## src/rtl/result_tx_formatter_pkg.sv

```systemverilog
// Shared ASCII codes and sequencer state encoding for the UART result path.
// The command-character codes are the ones the upstream parser matches on.
package result_tx_formatter_pkg;

  localparam logic [7:0] ASCII_ZERO  = 8'd48;
  localparam logic [7:0] ASCII_MINUS = 8'd45;
  localparam logic [7:0] ASCII_CR    = 8'd13;
  localparam logic [7:0] ASCII_LF    = 8'd10;

  localparam logic [7:0] ASCII_CMD_F = 8'h66;
  localparam logic [7:0] ASCII_CMD_S = 8'h73;
  localparam logic [7:0] ASCII_CMD_O = 8'h6F;
  localparam logic [7:0] ASCII_CMD_D = 8'h64;

  typedef enum logic [2:0] {
    ST_IDLE,
    ST_CONV,
    ST_LOAD,
    ST_SEND,
    ST_WAIT,
    ST_FIN
  } tx_state_t;

  function automatic logic [7:0] ascii_digit(input logic [3:0] digit);
    return ASCII_ZERO + {4'd0, digit};
  endfunction

endpackage

```

## src/rtl/bin2bcd.sv

```systemverilog
// Sequential double-dabble: one add-3/shift step per cycle for W cycles,
// then a one-cycle done_tick with the NDIG BCD digits valid on bcd.
module bin2bcd
  import result_tx_formatter_pkg::*;
#(
  parameter int W    = 8,
  parameter int NDIG = 3
) (
  input  logic              clk,
  input  logic              reset,
  input  logic              start,
  input  logic [W-1:0]      bin,
  output logic [4*NDIG-1:0] bcd,
  output logic              done_tick
);

  localparam int BW = 4 * NDIG;
  localparam int SW = BW + W;
  localparam int CW = $clog2(W + 1);

  logic [SW-1:0] sr_reg;
  logic [SW-1:0] adj_sr;
  logic [SW-1:0] sr_next;
  logic [BW-1:0] adj_bcd;
  logic [CW-1:0] count_reg;
  logic          done_reg;

  genvar gi;
  generate
    for (gi = 0; gi < NDIG; gi++) begin : g_adj
      assign adj_bcd[4*gi +: 4] = (sr_reg[W + 4*gi +: 4] >= 4'd5)
                                  ? sr_reg[W + 4*gi +: 4] + 4'd3
                                  : sr_reg[W + 4*gi +: 4];
    end
  endgenerate

  // Rotate rather than shift: the BCD overflow bit is always zero and lands
  // in the already-consumed binary end, so every bit of the register is live.
  assign adj_sr  = {adj_bcd, sr_reg[W-1:0]};
  assign sr_next = {adj_sr[SW-2:0], adj_sr[SW-1]};

  always_ff @(posedge clk) begin
    if (reset) begin
      sr_reg    <= '0;
      count_reg <= '0;
      done_reg  <= 1'b0;
    end else begin
      done_reg <= 1'b0;
      if (start) begin
        sr_reg    <= {{BW{1'b0}}, bin};
        count_reg <= CW'(W);
      end else if (count_reg != '0) begin
        sr_reg    <= sr_next;
        count_reg <= count_reg - CW'(1);
        if (count_reg == CW'(1)) begin
          done_reg <= 1'b1;
        end
      end
    end
  end

  assign bcd       = sr_reg[SW-1 -: BW];
  assign done_tick = done_reg;

endmodule

```

## src/rtl/result_tx_formatter.sv

```systemverilog
// Turns one ALU result into ASCII decimal text ('-', digits, CR LF) and feeds
// it byte by byte to a UART transmitter over the tx_start/tx_done_tick handshake.
module result_tx_formatter
  import result_tx_formatter_pkg::*;
#(
  parameter int DBIT      = 8,
  parameter int W         = 8,
  parameter int NDIG      = 3,
  parameter int SIGNED    = 1,
  parameter int SEND_CRLF = 1
) (
  input  logic            clk,
  input  logic            reset,
  input  logic            start,
  input  logic [W-1:0]    result,
  input  logic            tx_done_tick,
  output logic            tx_start,
  output logic [DBIT-1:0] d_in,
  output logic            busy,
  output logic            done_tick
);

  localparam int BW = 4 * NDIG;
  localparam int PW = $clog2(NDIG + 4);

  // Frame positions: 0 = '-', 1..NDIG = digits (most significant first),
  // then CR, LF, and an end marker.
  localparam logic [PW-1:0] POS_MINUS = '0;
  localparam logic [PW-1:0] POS_UNITS = PW'(NDIG);
  localparam logic [PW-1:0] POS_CR    = PW'(NDIG + 1);
  localparam logic [PW-1:0] POS_LF    = PW'(NDIG + 2);
  localparam logic [PW-1:0] POS_END   = PW'(NDIG + 3);

  tx_state_t       state_reg, state_next;
  logic [PW-1:0]   idx_reg, idx_next;
  logic            neg_reg, neg_next;
  logic [BW-1:0]   digits_reg, digits_next;
  logic [DBIT-1:0] d_in_reg, d_in_next;
  logic [BW-1:0]   bcd;
  logic [W-1:0]    mag;
  logic            is_neg;
  logic            conv_start;
  logic            conv_done;

  // Units digit is always sent; otherwise start at the highest nonzero digit.
  function automatic logic [PW-1:0] first_pos(input logic [BW-1:0] dg);
    logic [PW-1:0] f;
    f = POS_UNITS;
    for (int i = 1; i < NDIG; i++) begin
      if (dg[4*i +: 4] != 4'd0) begin
        f = PW'(NDIG - i);
      end
    end
    return f;
  endfunction

  function automatic logic [PW-1:0] next_pos(input logic [PW-1:0] p,
                                             input logic [BW-1:0] dg);
    logic [PW-1:0] n;
    if (p == POS_MINUS) begin
      n = first_pos(dg);
    end else if (p < POS_UNITS) begin
      n = p + PW'(1);
    end else if (p == POS_UNITS) begin
      n = (SEND_CRLF != 0) ? POS_CR : POS_END;
    end else if (p == POS_CR) begin
      n = POS_LF;
    end else begin
      n = POS_END;
    end
    return n;
  endfunction

  function automatic logic [7:0] char_at(input logic [PW-1:0] p,
                                         input logic [BW-1:0] dg);
    logic [7:0] c;
    c = 8'd0;
    if (p == POS_MINUS) begin
      c = ASCII_MINUS;
    end else if (p == POS_CR) begin
      c = ASCII_CR;
    end else if (p == POS_LF) begin
      c = ASCII_LF;
    end else begin
      for (int i = 0; i < NDIG; i++) begin
        if (p == PW'(NDIG - i)) begin
          c = ascii_digit(dg[4*i +: 4]);
        end
      end
    end
    return c;
  endfunction

  // Two's-complement negate in W bits is exact here: the most negative value
  // maps onto 2**(W-1), which still fits as an unsigned magnitude.
  assign is_neg = (SIGNED != 0) && result[W-1];
  assign mag    = is_neg ? (W'(0) - result) : result;

  bin2bcd #(
    .W   (W),
    .NDIG(NDIG)
  ) u_bin2bcd (
    .clk      (clk),
    .reset    (reset),
    .start    (conv_start),
    .bin      (mag),
    .bcd      (bcd),
    .done_tick(conv_done)
  );

  always_ff @(posedge clk) begin
    if (reset) begin
      state_reg  <= ST_IDLE;
      idx_reg    <= '0;
      neg_reg    <= 1'b0;
      digits_reg <= '0;
      d_in_reg   <= '0;
    end else begin
      state_reg  <= state_next;
      idx_reg    <= idx_next;
      neg_reg    <= neg_next;
      digits_reg <= digits_next;
      d_in_reg   <= d_in_next;
    end
  end

  always_comb begin
    state_next  = state_reg;
    idx_next    = idx_reg;
    neg_next    = neg_reg;
    digits_next = digits_reg;
    d_in_next   = d_in_reg;
    conv_start  = 1'b0;
    tx_start    = 1'b0;
    busy        = 1'b1;
    done_tick   = 1'b0;
    case (state_reg)
      ST_IDLE: begin
        busy = 1'b0;
        if (start) begin
          conv_start = 1'b1;
          neg_next   = is_neg;
          state_next = ST_CONV;
        end
      end
      ST_CONV: begin
        if (conv_done) begin
          digits_next = bcd;
          idx_next    = neg_reg ? POS_MINUS : first_pos(bcd);
          state_next  = ST_LOAD;
        end
      end
      ST_LOAD: begin
        d_in_next  = DBIT'(char_at(idx_reg, digits_reg));
        state_next = ST_SEND;
      end
      ST_SEND: begin
        tx_start   = 1'b1;
        state_next = ST_WAIT;
      end
      ST_WAIT: begin
        if (tx_done_tick) begin
          if (next_pos(idx_reg, digits_reg) == POS_END) begin
            state_next = ST_FIN;
          end else begin
            idx_next   = next_pos(idx_reg, digits_reg);
            state_next = ST_LOAD;
          end
        end
      end
      ST_FIN: begin
        done_tick  = 1'b1;
        state_next = ST_IDLE;
      end
      default: begin
        state_next = ST_IDLE;
      end
    endcase
  end

  assign d_in = d_in_reg;

endmodule

```

## config.mk

```make
export PLATFORM = sky130hd
export DESIGN_NAME = result_tx_formatter
export DESIGN_NICKNAME = d
export VERILOG_FILES = /design/src/rtl/result_tx_formatter_pkg.sv /design/src/rtl/bin2bcd.sv /design/src/rtl/result_tx_formatter.sv
export SDC_FILE = /design/constraint.sdc
export NUM_CORES = 1
export LEC_CHECK = 0
export BUFFER_PORTS_ARGS = -buffer_cell sky130_fd_sc_hd__buf_4
export CORE_MARGIN = 2
export CORE_UTILIZATION = 35
export DETAILED_ROUTE_END_ITERATION = 10
export PLACE_DENSITY_LB_ADDON = 0.12
export REMOVE_ABC_BUFFERS = 1
export SLEW_MARGIN = 20
export SYNTH_ARGS = -nofsm -noshare
export SYNTH_HDL_FRONTEND = slang
export SYNTH_HIERARCHICAL = 1
export SYNTH_SLANG_ARGS = --single-unit
```

## constraint.sdc

```tcl
create_clock -name clk -period 2.55 [get_ports clk]
set_input_delay 0.255 -clock clk [delete_from_list [all_inputs] [get_ports clk]]
set_output_delay 0.255 -clock clk [all_outputs]
set_load 0.01 [all_outputs]
```

==> results of run 1 <==
-- where the power goes --
part           switching [mW]  internal [mW]  total, mW
sequential              0.165          0.928       1.09
clock                   0.263          0.220      0.483
combinational           0.741          0.480       1.22
total                    1.17           1.63       2.80
-- kinds of logic (layout without fill, tap and decap cells) --
logic type | after synthesis | count (layout) | share of synthesized area (%)
other | 1 | 2 | 0.127
and+or+nand+nor | 156 | 156 | 27.3
DFF | 50 | 50 | 33.9
muxes | 2 | 2 | 0.679
AOI/OAI and AO/OA | 94 | 94 | 20.3
xor gates and xnor gates | 8 | 8 | 2.38
adders and majority gates | 14 | 14 | 5.94
buffers and inverters | 52 | 53 | 9.38
-- cell type report --
| class | instances | share of cell area (%) |
|---|---|---|
| multi-input cells | 276 | 52.9 |
| flip-flops and latches | 50 | 31.6 |
| repair buffers | 26 | 6.17 |
| well taps | 105 | 4.15 |
| clock buffers | 7 | 2.73 |
| inverters | 19 | 2.25 |
| clock inverters | 1 | 0.158 |
-- cells in the final DEF (no fill, tap or decap), drive strengths merged, types with 10 or more instances in the layout --
cell and count:
a21oi 39, a311oi 10, buf 26, dfxtp 50, ha 14, inv 19, nand2 60, nand3 12
nor2 31, o21ai 20
-- path summary, 6_finish.rpt --
path | cells after the start | end | slack [ns]
setup / recovery | 5 | u_bin2bcd/sr_reg[13] | 0.27
hold / removal | 3 | u_bin2bcd/sr_reg[0] | 0.26
setup reg to reg | 5 | u_bin2bcd/sr_reg[13] | 0.27
hold reg to reg | 2 | d_in[4] | 0.46
-- worst min-delay path: stages --
cell and delay, ns:
sky130_fd_sc_hd__buf_4 0.13, sky130_fd_sc_hd__nand2_1 0.06, sky130_fd_sc_hd__a31oi_1 0.06
-- layer usage --
| layer | up-vias | global-route usage, % | share of wire, % |
|---|---|---|---|
| met5 | - | 0 | 0 |
| met4 | 0 | 3.93 | 1.0 |
| met3 | 7 | 2.58 | 2.3 |
| met2 | 26 | 26.2 | 47 |
| met1 | 1152 | 21.9 | 50 |
| li1 | 1314 | - | - |
==> Implementation_results.wiki, run 1 <==
{| class="wikitable"
! Metric !! Value
|-
| Outcome || finished clean
|-
| Starting density of the core || 36.1%
|-
| Drt via density || 5.16
|-
| Fin worst setup slack || 0.266 ns
|-
| Estimated wirelength of the detail-placed design || 4760 um
|-
| Synth area leader || sky130_fd_sc_hd__dfxtp_1
|-
| Cells traversed along the worst timing path || nor2_1 -> and2_1 -> or2_0 -> or4_1 -> o311ai_1
|-
| Worst reg2reg startpoint || state_reg[0]
|-
| Maximum frequency from static timing analysis || 0.438 GHz
|-
| Post-Route WL || 6750 um
|-
| Number of placed I/O pins || 23
|-
| # Max-Cap Violations || 0
|-
| Detailed Routing Iterations Pass 1 || 4
|-
| Number of buffers added for setup after CTS || 0
|-
| Count of nets left with antenna violations after detail routing || 0
|-
| Synthesized netlist cell count || 377
|-
| H-tree Lvls || 2
|-
| Number of unique standard cell types used by synthesis || 59
|-
| GRT Resource Usage Total || 16.0%
|-
| Final Hold Vio Count || 0
|-
| Final Net Count || 404
|-
| Number of CTS-inserted buffers || 5
|-
| Number of standard cells in the final layout excluding fillers || 484
|-
| Global-route congestion overflow total || 0
|-
| Post-synthesis sequential area ratio || 33.9%
|-
| Initial antenna violation count || 0
|-
| Final Max Slew Viols || 0
|-
| Max reg flops || 20
|-
| Critical Path Start || state_reg[0]
|-
| Power per cell area || 884 mW/mm2
|-
| Seq. cell area || 0.00100 mm2
|-
| Cts repair resizes || 0
|-
| CP endpoint kind || register
|-
| Antenna cells || 0
|-
| Library cell with the highest instance count after synthesis || sky130_fd_sc_hd__nand2_1
|-
| Post-route minimum period || 2.28 ns
|-
| Mean area per synthesized cell || 7.82 um2
|-
| HP Start || result[0]
|-
| Detailed-route via count || 2499
|-
| Clock tree from TritonCTS || built
|-
| First-pass GRT wire length || 11600 um
|-
| Setup Slack @ Placement || 0.289 ns
|-
| Fin util || 38.7%
|-
| Number of buffers inserted by port buffering || 20
|-
| Startpoint class of the critical path || register
|-
| CP max stage cell || sky130_fd_sc_hd__or4_1
|-
| Worst Hold Slack || 0.256 ns
|-
| Share of post-route cells with drive strength above 1 || 11.3%
|-
| Async set-reset flop share out of synthesis || 0%
|-
| Hold_buf cts || 0
|-
| Largest driver fanout on the critical path || 16
|-
| Leakage || 1.16 nW
|-
| Final setup violation count || 0
|-
| Number of buffers on the longest clock path || 2
|-
| Area of combinational cells with multiple inputs || 0.00168 mm2
|-
| Arrival @ worst endpoint || 2.49 ns
|-
| Worst setup path category || reg2reg
|-
| Clock transition time at the flip-flop clock pins of the worst setup and hold paths || 0.09 ns
|-
| RSZ-0062 raised after global routing || no
|-
| Final non-filler cell area || 0.00317 mm2
|-
| Vias in the first global route || 2358
|-
| Number of enable flip-flop cells after synthesis || 0
|-
| IR Drop Worst-Case VDD || 0.000567 V
|-
| Area inside the core boundary || 0.00818 mm2
|-
| DR WL/cell || 13.9 um
|-
| Critical path required time || 2.76 ns
|-
| Placed Area || 0.00307 mm2
|-
| Skew-Pair Late Insertion Delay || 0.30 ns
|-
| Largest stage delay on the critical path || 0.63 ns
|-
| Slew at the pin closest to its max-slew limit || 0.874 ns
|-
| Row cnt || 33
|-
| Root buffer selected by CTS || sky130_fd_sc_hd__clkbuf_8
|-
| Share of the synthesized area in the top cell type || 33.9%
|-
| Number of clock sinks || 50
|-
| Final Wtd Congestion || 0.827
|-
| Height of the die || 95.8 um
|-
| Flip-flop and latch count after synthesis || 50
|-
| Final-layout fill cell count || 890
|-
| Final setup TNS || 0 ns
|-
| Worst-case headroom to the max-slew limit || 41.8%
|-
| Detailed router's first-iteration violation count || 109
|-
| Clk_skew || 0.00523 ns
|-
| Area of the die || 0.00918 mm2
|-
| Number of buffer and inverter instances along the worst setup path || 0
|-
| Count of yosys warnings during synthesis || 6
|-
| Placed insts || 476
|-
| Combined area of all synthesized cells || 0.00295 mm2
|-
| Share of the cycle needed by the critical path after routing || 89.6%
|-
| Layout Area Growth over Synthesis || 7.34%
|-
| Class of the most critical hold timing path || in2reg
|-
| Final Power || 2.80 mW
|-
| Most area-consuming cells after synthesis || sky130_fd_sc_hd__dfxtp_1 (34%), sky130_fd_sc_hd__nand2_1 (7.5%), sky130_fd_sc_hd__a21oi_1 (6.6%)
|-
| Pin count of the biggest net entering global routing || 35
|-
| Post-synth top flop || sky130_fd_sc_hd__dfxtp_1
|-
| Category of cells accounting for the largest share of critical-path delay || simple AND/OR/NAND/NOR gates
|-
| Die width || 95.8 um
|-
| Post-route DRC || 0
|-
| Synth cell count leaders || sky130_fd_sc_hd__nand2_1 (59), sky130_fd_sc_hd__dfxtp_1 (50), sky130_fd_sc_hd__a21oi_1 (39)
|}
No activity file was read; power rests on OpenSTA's default activity.
==> run 2: changes to the inputs <==
--- a/config.mk
+++ b/config.mk
@@ -6,8 +6,10 @@
 export NUM_CORES = 1
 export LEC_CHECK = 0
 export BUFFER_PORTS_ARGS = -buffer_cell sky130_fd_sc_hd__buf_4
+export CORE_ASPECT_RATIO = 1.4
 export CORE_MARGIN = 2
 export CORE_UTILIZATION = 35
+export CTS_BUF_LIST = sky130_fd_sc_hd__clkbuf_8 sky130_fd_sc_hd__clkbuf_16
 export DETAILED_ROUTE_END_ITERATION = 10
 export PLACE_DENSITY_LB_ADDON = 0.12
 export REMOVE_ABC_BUFFERS = 1
==> Implementation_results.wiki, run 2 (same netlist as run 1, synthesis figures left out) <==
{| class="wikitable"
! Metric !! Value
|-
| Hold_buf cts || 0 (unchanged)
|-
| Layout Area Growth over Synthesis || 8.44%
|-
| Height of the die || 113 um (+18%)
|-
| Antenna cells || 0 (unchanged)
|-
| Startpoint class of the critical path || register
|-
| Commonest non-fill, non-tap cell in the layout || sky130_fd_sc_hd__nand2_1
|-
| Capture endpoint of the worst hold path || u_bin2bcd/sr_reg[0]
|-
| CP endpoint kind || register
|-
| Die width || 81.6 um (-15%)
|-
| Clk_skew || 0.00238 ns (-0.00285 ns)
|-
| Final-layout fill cell count || 874 (-1.8%)
|-
| Area inside the core boundary || 0.00820 mm2 (+0.28%)
|-
| Maximum frequency from static timing analysis || 0.459 GHz (+4.8%)
|-
| Area of the die || 0.00919 mm2 (+0.12%)
|-
| Sequential Power Share || 37.3% (-1.8 points)
|-
| Number of clock sinks || 50 (unchanged)
|-
| # Max-Cap Violations || 0 (unchanged)
|-
| Vias in the first global route || 2475 (+5.0%)
|-
| Portion of total power attributed to combinational logic || 41.0% (-2.6 points)
|-
| Cts repair resizes || 0 (unchanged)
|-
| Global-route congestion overflow total || 0 (unchanged)
|-
| First-pass GRT wire length || 11600 um (-0.24%)
|-
| Post-Route WL || 6650 um (-1.4%)
|-
| HP Start || result[0]
|-
| Worst Hold Slack || 0.280 ns (+0.0242 ns)
|-
| Worst-case headroom to the max-slew limit || 50.3% (+8.6 points)
|-
| Highest-count cells in the layout ignoring fill and taps || sky130_fd_sc_hd__nand2_1 (59), sky130_fd_sc_hd__dfxtp_1 (50), sky130_fd_sc_hd__a21oi_1 (39), sky130_fd_sc_hd__nor2_1 (31), sky130_fd_sc_hd__buf_4 (25)
|-
| Starting density of the core || 36.0% (-0.099 points)
|-
| Number of placed I/O pins || 23 (unchanged)
|-
| IR Drop Worst-Case VDD || 0.000386 V (-32%)
|-
| Number of buffers added for setup after CTS || 0 (unchanged)
|-
| Drt via density || 5.27 (+2.1%)
|-
| Share of post-route cells with drive strength above 1 || 11.1% (-0.21 points)
|-
| Count of nets left with antenna violations after detail routing || 0 (unchanged)
|-
| Detailed-route via count || 2524 (+1.0%)
|-
| Pin count of the biggest net entering global routing || 35 (unchanged)
|-
| Setup Slack @ Placement || 0.385 ns (+0.0959 ns)
|-
| Final Wtd Congestion || 0.799 (-3.3%)
|-
| Detailed Routing Iterations Pass 1 || 4 (unchanged)
|-
| Final setup TNS || 0 ns (unchanged)
|-
| Number of CTS-inserted buffers || 5 (unchanged)
|-
| Worst reg2reg startpoint || state_reg[0]
|-
| Worst setup path category || reg2reg
|-
| Final Power || 2.95 mW (+5.3%)
|-
| Final Hold Vio Count || 0 (unchanged)
|-
| P_int || 1.76 mW (+8.3%)
|-
| Outcome || finished clean
|-
| Net switching power || 1.18 mW (+1.2%)
|-
| Hold Path Cell Cnt || 3 (unchanged)
|-
| Slew at the pin closest to its max-slew limit || 0.742 ns (-0.131 ns)
|-
| Estimated wirelength of the detail-placed design || 4810 um (+0.95%)
|-
| Leakage || 1.17 nW (+1.3%)
|-
| Clock transition time at the flip-flop clock pins of the worst setup and hold paths || 0.07 ns (-0.02 ns)
|-
| Worst setup slack for register-to-register paths || 0.37 ns (+0.11 ns)
|-
| Switching share of power || 40.2% (-1.6 points)
|-
| Proportion of power drawn by the clock network || 21.8% (+4.5 points)
|-
| Final setup violation count || 0 (unchanged)
|-
| RSZ-0062 raised after global routing || no
|-
| Initial antenna violation count || 0 (unchanged)
|-
| Row cnt || 39 (+18%)
|-
| Class of the most critical hold timing path || in2reg
|-
| Fin util || 39.0% (+0.29 points)
|-
| Number of buffers inserted by port buffering || 20 (unchanged)
|-
| Clock tree from TritonCTS || built
|-
| H-tree Lvls || 2 (unchanged)
|-
| Max reg flops || 20 (unchanged)
|-
| Number of buffers on the longest clock path || 2 (unchanged)
|-
| Final Max Slew Viols || 0 (unchanged)
|-
| Post-route DRC || 0 (unchanged)
|-
| Post-route minimum period || 2.18 ns (-0.105 ns)
|-
| Largest driver fanout on the critical path || 13 (-3)
|-
| Arrival @ worst endpoint || 2.37 ns (-0.12 ns)
|-
| Final Net Count || 403 (-0.25%)
|-
| Worst flop-to-flop path endpoint || u_bin2bcd/sr_reg[17]
|-
| Critical path required time || 2.74 ns (-0.02 ns)
|-
| Skew-Pair Late Insertion Delay || 0.29 ns (about the same)
|-
| GRT Resource Usage Total || 15.7% (-0.28 points)
|-
| Fin worst setup slack || 0.371 ns (+0.105 ns)
|-
| DR WL/cell || 13.9 um (-0.39%)
|-
| Root buffer selected by CTS || sky130_fd_sc_hd__clkbuf_16
|-
| Detailed router's first-iteration violation count || 113 (+3.7%)
|-
| Power per cell area || 921 mW/mm2 (+4.3%)
|-
| Share of the cycle needed by the critical path after routing || 85.5% (-4.1 points)
|-
| Worst reg2reg path depth || 5 (unchanged)
|}
run 2: metal layers:
| metal | part of all wire (%) | vias up | global-route usage [%] |
|---|---|---|---|
| li1 | - | 1304 | - |
| met1 | 43 | 1179 | 18.0 |
| met2 | 52 | 31 | 28.4 |
| met3 | 2.7 | 10 | 2.65 |
| met4 | 2.0 | 0 | 5.67 |
| met5 | 0 | - | 0 |
run 2: final cells by class:
class | count | area [um2] | area share [%]
well taps | 102 | 128 | 3.99
flip-flops and latches | 50 | 1000 | 31.3
clock inverters | 2 | 10.0 | 0.313
inverters | 19 | 71.3 | 2.23
clock buffers | 5 | 125 | 3.91
multi-input cells | 276 | 1680 | 52.4
repair buffers | 25 | 188 | 5.87
run 2: through the flow:
step                      cells  instance area, um2
after floorplan             345                2750
after global placement      472                3060
after detailed placement    472                3060
after CTS                   479                3200
after global routing        479                3200
final                       479                3200
run 2: worst max-delay path, stage by stage, from the launching register on:
cell and delay, ns:
sky130_fd_sc_hd__dfxtp_1 0.55, sky130_fd_sc_hd__nor2_1 0.13, sky130_fd_sc_hd__and2_1 0.23, sky130_fd_sc_hd__or2_0 0.48, sky130_fd_sc_hd__or4_1 0.60, sky130_fd_sc_hd__o311ai_1 0.10
run 2: how the worst max path moves through the flow:
stage          slack, ns  depth (start not counted)                    to         start
6_report            0.37                          5  u_bin2bcd/sr_reg[17]  state_reg[0]
5_1_grt              0.1                          5  u_bin2bcd/sr_reg[13]  state_reg[0]
4_1_cts             0.37                          5  u_bin2bcd/sr_reg[17]  state_reg[0]
3_5_place_dp        0.38                          5  u_bin2bcd/sr_reg[13]  state_reg[0]
3_3_place_gp        0.45                          5   u_bin2bcd/sr_reg[9]  state_reg[0]
2_1_floorplan       0.62                          5  u_bin2bcd/sr_reg[17]  state_reg[0]
run 2: power groups by stage:
stage               Sequential [mW]  Combinational [mW]  Clock, mW
global placement               1.11                1.21          0
finish                         1.10                1.21      0.641
global route                   1.13                1.38      0.689
floorplan                      1.09               0.846          0
detailed placement             1.11                1.22          0
CTS                            1.10                1.22      0.659
==> run 3: changes to the inputs <==
--- a/config.mk
+++ b/config.mk
@@ -5,13 +5,15 @@
 export SDC_FILE = /design/constraint.sdc
 export NUM_CORES = 1
 export LEC_CHECK = 0
-export BUFFER_PORTS_ARGS = -buffer_cell sky130_fd_sc_hd__buf_4
 export CORE_ASPECT_RATIO = 1.4
 export CORE_MARGIN = 2
 export CORE_UTILIZATION = 35
 export CTS_BUF_LIST = sky130_fd_sc_hd__clkbuf_8 sky130_fd_sc_hd__clkbuf_16
+export CTS_CLUSTER_SIZE = 12
 export DETAILED_ROUTE_END_ITERATION = 10
+export DONT_BUFFER_PORTS = 1
 export PLACE_DENSITY_LB_ADDON = 0.12
+export RECOVER_POWER = 25
 export REMOVE_ABC_BUFFERS = 1
 export SLEW_MARGIN = 20
 export SYNTH_ARGS = -nofsm -noshare
==> Implementation_results.wiki, run 3 (same netlist as run 1, synthesis figures left out) <==
{| class="wikitable"
! Metric !! Value
|-
| Outcome || finished clean
|-
| Proportion of power drawn by the clock network || 23.4% (+1.6 points)
|-
| Detailed router's first-iteration violation count || 119 (+5.3%)
|-
| Final Max Slew Viols || 0 (unchanged)
|-
| Area inside the core boundary || 0.00820 mm2 (unchanged)
|-
| Detailed-route via count || 2444 (-3.2%)
|-
| Largest driver fanout on the critical path || 14 (+1)
|-
| Worst setup slack for register-to-register paths || 0.29 ns (-0.08 ns)
|-
| Number of CTS-inserted buffers || 5 (unchanged)
|-
| First-pass GRT wire length || 11400 um (-1.0%)
|-
| Final setup violation count || 0 (unchanged)
|-
| Number of placed I/O pins || 23 (unchanged)
|-
| Skew-Pair Late Insertion Delay || 0.29 ns (about the same)
|-
| Clk_skew || 0.00572 ns (+0.00334 ns)
|-
| Pin count of the biggest net entering global routing || 35 (unchanged)
|-
| Highest-count cells in the layout ignoring fill and taps || sky130_fd_sc_hd__nand2_1 (59), sky130_fd_sc_hd__dfxtp_1 (50), sky130_fd_sc_hd__a21oi_1 (39), sky130_fd_sc_hd__nor2_1 (31), sky130_fd_sc_hd__inv_1 (18)
|-
| Initial antenna violation count || 0 (unchanged)
|-
| Estimated wirelength of the detail-placed design || 4870 um (+1.2%)
|-
| Final Net Count || 384 (-4.7%)
|-
| Class of the most critical hold timing path || in2reg
|-
| Critical path required time || 2.75 ns (about the same)
|-
| H-tree Lvls || 2 (unchanged)
|-
| Commonest non-fill, non-tap cell in the layout || sky130_fd_sc_hd__nand2_1
|-
| HP Start || reset
|-
| Final Wtd Congestion || 0.745 (-6.8%)
|-
| DR WL/cell || 14.8 um (+6.4%)
|-
| Clock transition time at the flip-flop clock pins of the worst setup and hold paths || 0.07 ns (about the same)
|-
| Maximum frequency from static timing analysis || 0.442 GHz (-3.6%)
|-
| Final setup TNS || 0 ns (unchanged)
|-
| Share of post-route cells with drive strength above 1 || 6.41% (-4.7 points)
|-
| Worst-case headroom to the max-slew limit || 51.1% (+0.73 points)
|-
| # Max-Cap Violations || 0 (unchanged)
|-
| Sequential Power Share || 37.6% (+0.3 points)
|-
| Global-route congestion overflow total || 0 (unchanged)
|-
| Number of buffers on the longest clock path || 2 (unchanged)
|-
| Category of cells accounting for the largest share of critical-path delay || simple AND/OR/NAND/NOR gates
|-
| Post-Route WL || 6810 um (+2.4%)
|-
| Share of the cycle needed by the critical path after routing || 88.6% (+3.2 points)
|-
| Cells traversed along the worst timing path || nor2_1 -> and2_0 -> or2_0 -> or4_1 -> o311ai_1
|-
| CP max stage cell || sky130_fd_sc_hd__or4_1
|-
| Row cnt || 39 (unchanged)
|-
| Post-route DRC || 0 (unchanged)
|-
| IR Drop Worst-Case VDD || 0.000437 V (+13%)
|-
| Final Hold Vio Count || 0 (unchanged)
|-
| Root buffer selected by CTS || sky130_fd_sc_hd__clkbuf_16
|-
| Clock tree from TritonCTS || built
|-
| Worst setup path category || reg2reg
|-
| Cts repair resizes || 0 (unchanged)
|-
| Arrival @ worst endpoint || 2.46 ns (+0.09 ns)
|-
| Layout Area Growth over Synthesis || 4.03%
|-
| Portion of total power attributed to combinational logic || 39.0% (-2.0 points)
|-
| Slew at the pin closest to its max-slew limit || 0.734 ns (-0.00823 ns)
|-
| Power per cell area || 956 mW/mm2 (+3.8%)
|-
| Number of buffers added for setup after CTS || 0 (unchanged)
|-
| Area of the die || 0.00919 mm2 (unchanged)
|-
| Leakage || 1.08 nW (-8.3%)
|-
| Net switching power || 1.18 mW (about the same)
|-
| Largest stage delay on the critical path || 0.60 ns (about the same)
|-
| Hold_buf cts || 0 (unchanged)
|-
| Post-route minimum period || 2.26 ns (+0.0811 ns)
|-
| Worst Hold Slack || 0.0244 ns (-0.256 ns)
|-
| Die width || 81.6 um (unchanged)
|-
| Worst reg2reg startpoint || state_reg[0]
|-
| P_int || 1.75 mW (-0.76%)
|-
| Startpoint class of the critical path || register
|-
| Number of buffers inserted by port buffering || 0 (-100%)
|-
| Starting density of the core || 36.0% (unchanged)
|-
| Switching share of power || 40.4% (+0.20 points)
|-
| Worst flop-to-flop path endpoint || u_bin2bcd/sr_reg[17]
|-
| Capture endpoint of the worst hold path || u_bin2bcd/count_reg[3]
|-
| Drt via density || 5.30 (+0.61%)
|-
| Antenna cells || 0 (unchanged)
|-
| Vias in the first global route || 2352 (-5.0%)
|-
| CP endpoint kind || register
|-
| Height of the die || 113 um (unchanged)
|-
| RSZ-0062 raised after global routing || no
|-
| GRT Resource Usage Total || 15.7% (about the same)
|-
| Worst reg2reg path depth || 5 (unchanged)
|-
| Number of clock sinks || 50 (unchanged)
|-
| Final Power || 2.93 mW (-0.43%)
|-
| Hold Path Cell Cnt || 1 (-2)
|-
| Detailed Routing Iterations Pass 1 || 4 (unchanged)
|-
| Max reg flops || 20 (unchanged)
|-
| Number of buffer and inverter instances along the worst setup path || 0 (unchanged)
|-
| Count of nets left with antenna violations after detail routing || 0 (unchanged)
|}
-- run 3: changes by cell type in the layout (fill, tap and decap cells not counted) --
cell and change:
sky130_fd_sc_hd__clkinvlp_4 +1, sky130_fd_sc_hd__and2_0 +1, sky130_fd_sc_hd__buf_4 -20, sky130_fd_sc_hd__and2_1 -1, sky130_fd_sc_hd__clkinv_2 -1, sky130_fd_sc_hd__clkbuf_8 +1, sky130_fd_sc_hd__clkbuf_1 +1
-- run 3: how the worst max path moves through the flow --
| stage | endpoint | from | cells past startpoint |
|---|---|---|---|
| 5_1_grt | u_bin2bcd/sr_reg[9] | state_reg[0] | 5 |
| 2_1_floorplan | u_bin2bcd/sr_reg[17] | state_reg[0] | 5 |
| 3_3_place_gp | u_bin2bcd/sr_reg[9] | state_reg[0] | 5 |
| 6_report | u_bin2bcd/sr_reg[17] | state_reg[0] | 5 |
| 3_5_place_dp | u_bin2bcd/sr_reg[9] | state_reg[0] | 5 |
| 4_1_cts | u_bin2bcd/sr_reg[9] | state_reg[0] | 5 |
-- run 3: final cells by class --
cell class / count / area (um2)
fill: 897 / 5130
inverter: 19 / 71.3
tap: 102 / 128
clock buffer: 6 / 139
timing repair buffer: 6 / 41.3
clock inverter: 2 / 12.5
multi-input combinational: 276 / 1680
sequential: 50 / 1000
-- run 3: per-stage QoR --
step / utilization [%] / setup slack, ns / instance area, um2 / std cells
4_1_cts: 37.5 / 0.357 / 3070 / 461
2_1_floorplan: - / 0.620 / 2750 / 345
3_5_place_dp: 35.6 / 0.370 / 2920 / 453
6_report: 37.4 / 0.290 / 3070 / 461
5_1_grt: 37.4 / 0.0741 / 3070 / 461
3_3_place_gp: 35.6 / 0.401 / 2920 / 453
-- run 3: power groups by stage --
stage | sequential [mW] | clock [mW] | combinational [mW]
final | 1.10 | 0.685 | 1.14
after global routing | 1.13 | 0.734 | 1.29
after CTS | 1.10 | 0.707 | 1.16
after detailed placement | 1.12 | 0 | 1.15
after global placement | 1.11 | 0 | 1.14
after floorplan | 1.09 | 0 | 0.846
-- run 3: worst reg2reg max path, delay by kind of cell (launching register included) --
family           cells  cell delay, ns
AND/OR/NAND/NOR      4            1.51
flip-flops           1            0.56
AO/OA/AOI/OAI        1            0.09
-- run 3: routing by layer --
metal,global-route usage [%],wire [um],vias up
li1,-,-,1266
met1,18.4,2990,1144
met2,28.6,3580,28
met3,2.33,151,6
met4,4.67,91,0
met5,0,0,-
